`config.mk`:
```
export PLATFORM = sky130hd
export DESIGN_NAME = uart_tx_frame
export DESIGN_NICKNAME = d
export VERILOG_FILES = /design/src/rtl/uart_pkg.sv /design/src/rtl/uart_baud_tick.sv /design/src/rtl/uart_tx_frame.sv
export SDC_FILE = /design/constraint.sdc
export NUM_CORES = 1
export LEC_CHECK = 0
export CAP_MARGIN = 10
export CORE_MARGIN = 2
export CORE_UTILIZATION = 60
export CTS_BUF_LIST = sky130_fd_sc_hd__clkbuf_8
export CTS_CLUSTER_SIZE = 24
export DETAILED_ROUTE_END_ITERATION = 8
export GPL_TIMING_DRIVEN = 1
export PLACE_DENSITY = 0.95
export SKIP_LAST_GASP = 1
export SLEW_MARGIN = 20
export SYNTH_ARGS = -nofsm -noshare
export SYNTH_HDL_FRONTEND = slang
export SYNTH_SLANG_ARGS = --single-unit
```
`constraint.sdc`:
```
create_clock -name Clock -period 5.13 [get_ports Clock]
set_input_delay 0.513 -clock Clock [delete_from_list [all_inputs] [get_ports Clock]]
set_output_delay 0.513 -clock Clock [all_outputs]
set_load 0.01 [all_outputs]
```
`src/rtl/uart_pkg.sv`:
```
// rtl/uart_pkg.sv - shared encodings and helpers for the UART transmit path
// Purpose: state encodings, line levels and the parity helper used by uart_tx_frame.
// Ports: none (package).
package uart_pkg;

    localparam int DATA_BITS = 8;

    typedef enum logic [2:0] {
        IDLE   = 3'd0,
        START  = 3'd1,
        DATA   = 3'd2,
        PARITY = 3'd3,
        STOP   = 3'd4
    } txState_t;

    localparam logic PARITY_EVEN = 1'b0;
    localparam logic PARITY_ODD  = 1'b1;

    localparam logic START_BIT  = 1'b0;
    localparam logic STOP_BIT   = 1'b1;
    localparam logic IDLE_LEVEL = 1'b1;

    // Parity bit that makes the total count of ones (data + parity) even or odd.
    function automatic logic calcParity(input logic [DATA_BITS-1:0] data, input logic parityType);
        return (parityType == PARITY_ODD) ? ~(^data) : ^data;
    endfunction

endpackage

```
`src/rtl/uart_baud_tick.sv`:
```
// rtl/uart_baud_tick.sv - bit-period counter for the UART transmitter
// Purpose: counts 0..CLKS_PER_BIT-1 while Run is high and flags the last clock of each bit.
// Ports:
//   Clock   in  system clock
//   Reset   in  synchronous active-high reset
//   Clear   in  restart the bit period (asserted on every accept)
//   Run     in  count enable; the counter is held at zero while low
//   BitEnd  out high during the final clock of the current bit
module uart_baud_tick #(
    parameter int CLKS_PER_BIT = 868
) (
    input  logic Clock,
    input  logic Reset,
    input  logic Clear,
    input  logic Run,
    output logic BitEnd
);

    localparam int CW = $clog2(CLKS_PER_BIT);
    localparam logic [CW-1:0] LAST_COUNT = CW'(CLKS_PER_BIT - 1);

    logic [CW-1:0] count;

    always_ff @(posedge Clock) begin
        if (Reset || Clear || !Run) begin
            count <= '0;
        end else if (count == LAST_COUNT) begin
            count <= '0;
        end else begin
            count <= count + 1'b1;
        end
    end

    assign BitEnd = Run && (count == LAST_COUNT);

endmodule

```
`src/rtl/uart_tx_frame.sv`:
```
// rtl/uart_tx_frame.sv - UART transmit framer and serialiser
// Purpose: accepts a byte through a Ready/Send handshake and shifts out
//   start(0), 8 data bits LSB-first, optional parity, stop(1), each held CLKS_PER_BIT clocks.
// Configuration: define UART_TX_PARITY_EN to include the parity bit (11-bit frame);
//   otherwise the frame is 10 bits and ParityType is ignored.
// Ports:
//   Clock       in   system clock
//   Reset       in   synchronous active-high reset
//   Send        in   transmit request, honoured only while Ready=1
//   DataIn      in   byte to transmit
//   ParityType  in   0 = even, 1 = odd; latched with DataIn
//   Ready       out  idle, a byte can be accepted this cycle
//   TxOut       out  registered serial line, idles high
//   Done        out  one-cycle pulse after the last stop-bit clock
module uart_tx_frame
    import uart_pkg::*;
#(
    parameter int CLKS_PER_BIT = 868,
    parameter int DATA_WIDTH   = DATA_BITS
) (
    input  logic                  Clock,
    input  logic                  Reset,
    input  logic                  Send,
    input  logic [DATA_WIDTH-1:0] DataIn,
    input  logic                  ParityType,
    output logic                  Ready,
    output logic                  TxOut,
    output logic                  Done
);

    localparam int IW = $clog2(DATA_WIDTH);
    localparam logic [IW-1:0] LAST_IDX = IW'(DATA_WIDTH - 1);

    txState_t state, stateNext;
    logic [DATA_WIDTH-1:0] shiftReg, shiftNext;
    logic [IW-1:0] bitIdx, bitIdxNext;
    logic txReg, txNext;
    logic doneReg, doneNext;
    logic accept;
    logic bitEnd;

`ifdef UART_TX_PARITY_EN
    logic parityReg, parityNext;
`else
    logic unusedParityType;
    assign unusedParityType = ParityType;
`endif

    assign accept = (state == IDLE) && Send;

    uart_baud_tick #(
        .CLKS_PER_BIT(CLKS_PER_BIT)
    ) baudTick (
        .Clock (Clock),
        .Reset (Reset),
        .Clear (accept),
        .Run   (state != IDLE),
        .BitEnd(bitEnd)
    );

    always_ff @(posedge Clock) begin
        if (Reset) begin
            state    <= IDLE;
            shiftReg <= '0;
            bitIdx   <= '0;
            txReg    <= IDLE_LEVEL;
            doneReg  <= 1'b0;
`ifdef UART_TX_PARITY_EN
            parityReg <= 1'b0;
`endif
        end else begin
            state    <= stateNext;
            shiftReg <= shiftNext;
            bitIdx   <= bitIdxNext;
            txReg    <= txNext;
            doneReg  <= doneNext;
`ifdef UART_TX_PARITY_EN
            parityReg <= parityNext;
`endif
        end
    end

    // The next line level is decided one bit ahead so TxOut changes on the same
    // edge as the state, keeping each level exactly CLKS_PER_BIT clocks long.
    always_comb begin
        stateNext  = state;
        shiftNext  = shiftReg;
        bitIdxNext = bitIdx;
        txNext     = txReg;
        doneNext   = 1'b0;
`ifdef UART_TX_PARITY_EN
        parityNext = parityReg;
`endif
        case (state)
            IDLE: begin
                if (accept) begin
                    shiftNext  = DataIn;
                    bitIdxNext = '0;
                    txNext     = START_BIT;
                    stateNext  = START;
`ifdef UART_TX_PARITY_EN
                    parityNext = calcParity(DataIn, ParityType);
`endif
                end
            end
            START: begin
                if (bitEnd) begin
                    txNext    = shiftReg[0];
                    shiftNext = shiftReg >> 1;
                    stateNext = DATA;
                end
            end
            DATA: begin
                if (bitEnd) begin
                    if (bitIdx == LAST_IDX) begin
                        bitIdxNext = '0;
`ifdef UART_TX_PARITY_EN
                        txNext    = parityReg;
                        stateNext = PARITY;
`else
                        txNext    = STOP_BIT;
                        stateNext = STOP;
`endif
                    end else begin
                        txNext     = shiftReg[0];
                        shiftNext  = shiftReg >> 1;
                        bitIdxNext = bitIdx + 1'b1;
                    end
                end
            end
            PARITY: begin
                if (bitEnd) begin
                    txNext    = STOP_BIT;
                    stateNext = STOP;
                end
            end
            STOP: begin
                if (bitEnd) begin
                    txNext    = IDLE_LEVEL;
                    stateNext = IDLE;
                    doneNext  = 1'b1;
                end
            end
            default: begin
                txNext    = IDLE_LEVEL;
                stateNext = IDLE;
            end
        endcase
    end

    assign Ready = (state == IDLE);
    assign TxOut = txReg;
    assign Done  = doneReg;

endmodule
```
==> results of run 1 <==
-- area by class of cell --
cell class | instances | share of cell area [%]
timing repair buffer | 13 | 8.73
multi-input combinational | 112 | 49.1
inverter | 5 | 1.26
sequential | 26 | 34.9
tap | 27 | 2.27
clock buffer | 4 | 3.69
-- kinds of logic after synthesis --
group	after synthesis	synth area share, %
compound gates	30	15.0
flops	26	39.8
xor+xnor	11	7.36
buf+inv	14	4.30
simple gates	59	23.1
mux	9	7.55
fa+ha+maj	3	2.87
-- how the worst min path moves through the flow --
stage,end,slack [ns],startpoint
2_1_floorplan,baudTick.count[0]$_SDFF_PP0_,0.43,baudTick.count[0]$_SDFF_PP0_
3_3_place_gp,baudTick.count[0]$_SDFF_PP0_,0.44,baudTick.count[0]$_SDFF_PP0_
3_5_place_dp,baudTick.count[0]$_SDFF_PP0_,0.46,baudTick.count[0]$_SDFF_PP0_
4_1_cts,baudTick.count[0]$_SDFF_PP0_,0.48,baudTick.count[0]$_SDFF_PP0_
5_1_grt,TxOut$_SDFFE_PP1P_,0.50,TxOut$_SDFFE_PP1P_
6_report,baudTick.count[0]$_SDFF_PP0_,0.47,baudTick.count[0]$_SDFF_PP0_
-- layer usage --
layer  wire, um  vias up
met1       1090      500
met3        125        3
met2       1180       34
li1           -      551
met4         23        0
met5          0        -
-- flip-flops by register name, summed over array words and instances, names as in the netlist --
register,cells
state,3
bitIdx,3
TxOut,1
Done,1
baudTick.count,10
shiftReg,8
-- layout by cell type, fill, tap and decap left out, types with 2 or more instances in the layout --
cell	synthesis	routed
mux2_2	7	7
xor2_1	3	3
a21boi_0	2	2
nor2b_1	7	7
nor3_1	5	5
ha_1	3	3
a21oi_1	9	9
clkdlybuf4s50_1	0	13
o21ai_0	8	8
nor2_1	16	16
inv_1	4	4
nand2_1	6	6
dfxtp_1	26	26
clkbuf_8	0	4
xnor2_1	8	8
or3_1	3	3
mux2i_1	2	2
nand3_1	14	14
-- metrics by stage --
| step | power [mW] | cell area (um2) | utilization (%) |
|---|---|---|---|
| global placement | 0.265 | 1440 | 71.7 |
| CTS | 0.395 | 1490 | 74.4 |
| global route | 0.409 | 1490 | 74.4 |
| detailed placement | 0.267 | 1440 | 71.7 |
| finish | 0.393 | 1490 | 74.4 |
| floorplan | 0.250 | 1310 | - |
-- worst reg2reg max path, cell delays in order, from the launching register on --
cell,delay [ns]
dfxtp_1,0.34
ha_1,0.20
ha_1,0.23
or2_2,0.30
a221oi_1,0.38
o31ai_2,0.27
mux2_2,0.33
-- report_power, final --
group / internal [mW] / switching [mW] / leakage, nW / total [mW]
Combinational: 0.0255 / 0.0215 / 0.296 / 0.0470
Clock: 0.0686 / 0.0621 / 0.0288 / 0.131
Sequential: 0.210 / 0.00573 / 0.211 / 0.215
Total: 0.304 / 0.0893 / 0.536 / 0.393
-- synthesized netlist by cell type --
cell type / instances
a211o_1: 1
a211oi_1: 1
a21boi_0: 2
a21oi_1: 9
a21oi_2: 1
a221oi_1: 1
a22o_1: 1
a22oi_1: 1
a32o_1: 1
buf_2: 3
clkbuf_1: 6
clkinv_1: 1
dfxtp_1: 26
ha_1: 3
inv_1: 4
mux2_2: 7
mux2i_1: 2
nand2_1: 6
nand2b_1: 1
nand3_1: 14
nand3b_1: 1
nand4_1: 1
nor2_1: 16
nor2b_1: 7
nor3_1: 5
nor4_1: 1
o211a_1: 1
o21a_1: 1
o21ai_0: 8
o22ai_1: 1
o31ai_2: 1
or2_2: 1
or3_1: 3
or3b_2: 1
or4_1: 1
or4b_4: 1
xnor2_1: 8
xor2_1: 3
==> metrics.yaml, run 1 <==
synth:
  synthDominantCellAreaShare_pct: 39.8
  syn_nets: 167
  synth_top_area_cell: "dfxtp_1"
  synth_area_leaders: "dfxtp_1 40%, mux2_2 6.0%, nand3_1 5.4%"
  seq_area_frac_synth_pct: 39.8
  synth_area_per_cell_um2: 8.61
  syn-cell-area_um2: 1310
  synthCells: 152
  synth_cell_types: 38
  yosysWarningCount: 0
  ys_ff_latch: 26
placement:
  post-place-ws_ns: 2.88
  dp_hpwl_um: 1750
  dp.cells: 183
  gp_congestion: 0.817
  port-buffer-count: 13
critical_path:
  cp_cell_sequence: "nor3_1 > clkdlybuf4s50_1"
  crit_slowest_cell: "clkdlybuf4s50_1"
  reg2reg_slack_ns: 2.97
  slowest_delay_ns: 0.65
  r2r_end: "shiftReg[4]$_SDFFE_PP0P_"
  endpoint_kind: "output port"
  path_delay_family: "buffers and inverters"
  startpoint: "state[2]$_SDFFE_PP0P_"
  r2r_start: "bitIdx[0]$_SDFFE_PP0P_"
  path_class: "reg -> out"
  crit_required_ns: 4.62
  path_max_fanout: 17
  cp_num_cells: 2
  worstPathArrival_ns: 1.96
  critPathCapture: "Ready"
  r2r_cells: 6
  critPathLaunchType: "flop"
  path_buf_inv: 1
layout:
  nFillCells: 143
  multiInputGateArea_um2: 732
  diodes: 0
  final_nets: 176
  syn2layout_area_growth_pct: 13.9
  layout.cells.non_filler: 187
  seq_area_um2: 520
  layout-drive-gt1-share_pct: 10.0
clock_tree:
  cts_setup_buffers: 0
  cts_buffers: 3
  clk_path_buf_depth: 2
  holdBufCountCts: 0
  insertion_delay_ns: 0.27
  path_clk_slew_ns: 0.09
  post_cts_resized: 0
  cts_tree: "done"
  htree_levels: 1
  cts.sinks: 26
  root_buffer: "clkbuf_8"
sta:
  post-route-min-period_ns: 2.48
  setup_viol: 0
  fin_crit_sh_pct: 48.3
  fin_tns_setup_ns: 0
  slew_viol_final: 0
  maxSlewHeadroom_pct: 46.8
  whs_ns: 0.468
  tightestPinTransition_ns: 0.796
  rsz0062_at_grt: "no"
  fin_skew_ns: 0.00419
  fin_ws_ns: 2.65
  hold_violations: 0
  fmax_mhz: 404
global_routing:
  grt_pass1_vias: 1022
  grt_use_met3_pct: 3.57
  met1_usage_pct: 26.0
  grtUsageTotal_pct: 21.0
  grt_overflow: 0
  busiest_layer: "met2"
  grt_pass1_wl_um: 4190
  antenna_found_initial: 0
  grt_max_degree: 25
  use_met2_pct: 35.7
min_path:
  hp-class: "reg -> reg"
  whs_path_depth: 1
power_and_ir_drop:
  p_per_area_nw_per_um2: 264
  p_leak_nw: 0.536
  ir_drop_mv: 0.228
die:
  die_w_um: 50.7
  core_area_um2: 2000
  start_util_pct: 65.4
  rows: 16
  ios: 15
  die_h_um: 50.7
  fp.dieArea_um2: 2570
detailed_routing:
  remaining_drc_errors: 0
  ant_nets: 0
  via_per_inst: 5.82
  first_pass_iters: 4
  via_count: 1088
  detail_route.wl_per_cell_um: 13.0
  wirelength_um: 2420
  drtIter0Drc: 43
run_status:
  status: "completed"
flow_run:
  cap_violations: 0
Power figures use the tool's default switching activity.
==> run 2, diff against run 1 <==
- CORE_UTILIZATION: 60 -> 57
- PLACE_DENSITY: 0.95 -> 0.93
- clock period: 5.13 -> 2.41 ns (I/O delays scaled with it)
==> metrics.yaml, run 2 (synthesis gave the netlist of run 1 again) <==
layout:
  top_register: "baudTick.count"
  top_regs: "baudTick.count x10, shiftReg x8"
  final_nets: 178  # +1.1%
  nFillCells: 162  # +13%
  final_common_cell: "dfxtp_1"
  layout-drive-gt1-share_pct: 11.1  # +1.1 points
  largest_reg_flops: 10  # unchanged
  seq_area_um2: 520  # unchanged
  layout_common_cells: "26 x dfxtp_1, 16 x nor2_1, 14 x nand3_1, 13 x clkdlybuf4s50_1, 9 x a21oi_1"
  diodes: 0  # unchanged
  fin_area_um2: 1520  # +2.2%
  syn2layout_area_growth_pct: 16.3
  layout.cells.non_filler: 190  # +1.6%
  multiInputGateArea_um2: 732  # unchanged
critical_path:
  slowest_delay_ns: 0.66  # about the same
  path_max_fanout: 16  # -1
  critPathLaunchType: "flop"
  cp_cell_sequence: "buf_4 > nor3_1 > clkdlybuf4s50_1"
  crit_required_ns: 2.17  # -2.45 ns
  crit_slowest_cell: "clkdlybuf4s50_1"
  worstPathArrival_ns: 1.99  # +0.03 ns
  endpoint_kind: "output port"
  path_class: "reg -> out"
global_routing:
  grt_pass1_vias: 1048  # +2.5%
  grtUsageTotal_pct: 21.5  # +0.59 points
  antenna_found_initial: 0  # unchanged
  grt_pass1_wl_um: 4400  # +5.1%
  grt_max_degree: 17  # -32%
  grt_overflow: 0  # unchanged
sta:
  fin_skew_ns: 0.00879  # +0.00461 ns
  rsz0062_at_grt: "no"
  tightestPinTransition_ns: 0.722  # -0.0736 ns
  fmax_mhz: 448
  setup_viol: 0  # unchanged
  hold_violations: 0  # unchanged
  post-route-min-period_ns: 2.23
  maxSlewHeadroom_pct: 51.5  # +4.8 points
  fin_tns_setup_ns: 0  # unchanged
  fin_crit_sh_pct: 92.7
  slew_viol_final: 0  # unchanged
clock_tree:
  cts_tree: "done"
  path_clk_slew_ns: 0.09  # about the same
  holdBufCountCts: 0  # unchanged
  insertion_delay_ns: 0.27  # about the same
  post_cts_resized: 0  # unchanged
  cts_setup_buffers: 0  # unchanged
  root_buffer: "clkbuf_8"
  htree_levels: 1  # unchanged
  cts_buffers: 3  # unchanged
  clk_path_buf_depth: 2  # unchanged
  cts.sinks: 26  # unchanged
power_and_ir_drop:
  switching_share_pct: 21.2  # -1.5 points
  pwr-share-comb_pct: 11.1  # -0.9 points
  p_per_area_nw_per_um2: 603  # +130%
  p_seq_share_pct: 49.9  # -4.9 points
  p_leak_nw: 0.553  # +3.2%
  p_total_mw: 0.918  # +130%
  power.share.clock_pct: 38.9  # +5.6 points
  intPower_mw: 0.723  # +140%
  ir_drop_mv: 0.433  # +90%
  switching_power_mw: 0.194  # +120%
min_path:
  hp-class: "reg -> reg"
die:
  die_h_um: 51.9  # +2.4%
  ios: 15  # unchanged
  core_area_um2: 2190  # +9.4%
  fp.dieArea_um2: 2700  # +4.8%
  start_util_pct: 59.7  # -5.6 points
  die_w_um: 51.9  # +2.4%
  rows: 17  # +1
placement:
  dp.cells: 186  # +1.6%
  dp_hpwl_um: 1880  # +7.4%
  place_area_um2: 1450  # +1.1%
  gp_congestion: 0.757  # -7.3%
  port-buffer-count: 13  # unchanged
detailed_routing:
  drtIter0Drc: 20  # -53%
  wirelength_um: 2600  # +7.2%
  first_pass_iters: 6  # +2
  via_count: 1113  # +2.3%
  detail_route.wl_per_cell_um: 13.7  # +5.5%
  via_per_inst: 5.86  # +0.68%
  ant_nets: 0  # unchanged
  remaining_drc_errors: 0  # unchanged
run_status:
  status: "completed"
flow_run:
  cap_violations: 0  # unchanged
## run 2: path summary, 6_finish.rpt
path                          start                       end  slack (ns)  cells past startpoint
min reg2reg      TxOut$_SDFFE_PP1P_        TxOut$_SDFFE_PP1P_        0.47                      1
max           state[2]$_SDFFE_PP0P_                     Ready        0.18                      3
max reg2reg  bitIdx[0]$_SDFFE_PP0P_  shiftReg[4]$_SDFFE_PP0P_        0.23                      6
min              TxOut$_SDFFE_PP1P_        TxOut$_SDFFE_PP1P_        0.47                      1
## run 2: cell type report
class / instances / area share (%)
clock buffer: 3 / 2.71
clock inverter: 1 / 1.97
inverter: 5 / 1.23
multi-input combinational: 112 / 48.1
sequential: 26 / 34.2
tap: 28 / 2.30
timing repair buffer: 15 / 9.53
## run 2: metrics by stage
| stage | util [%] | hold slack [ns] | worst slack [ns] |
|---|---|---|---|
| final | 69.5 | 0.473 | 0.175 |
| after global routing | 69.5 | 0.503 | 0.0936 |
| after CTS | 69.5 | 0.475 | 0.203 |
| after detailed placement | 66.2 | 0.454 | 0.289 |
| after global placement | 66.2 | 0.441 | 0.328 |
| after floorplan | - | 0.400 | 0.459 |
## run 2: critical path, delay by kind of cell (launching register included)
family / cells / cell delay (ns)
simple gates: 1 / 0.54
flops: 1 / 0.33
buf+inv: 2 / 0.85
## run 2: per-layer routing
metal | routed length (um) | GRT usage, %
met1 | 1080 | 25.8
met2 | 1350 | 39.0
met3 | 145 | 2.59
met4 | 19 | 7.89
met5 | 0 | 0
## run 2: power by group through the flow
stage	Clock (mW)	Combinational, mW	Sequential (mW)
after floorplan	0	0.0686	0.463
after detailed placement	0	0.102	0.468
after global routing	0.372	0.113	0.460
after global placement	0	0.0976	0.467
final	0.357	0.102	0.458
after CTS	0.358	0.103	0.458
==> run 3, diff against run 2 <==
- HOLD_SLACK_MARGIN: not set -> 0.05
- SETUP_SLACK_MARGIN: not set -> 0.02
==> results of run 3 <==
No change in the layout: final DEF, timing and power equal those of run 2.
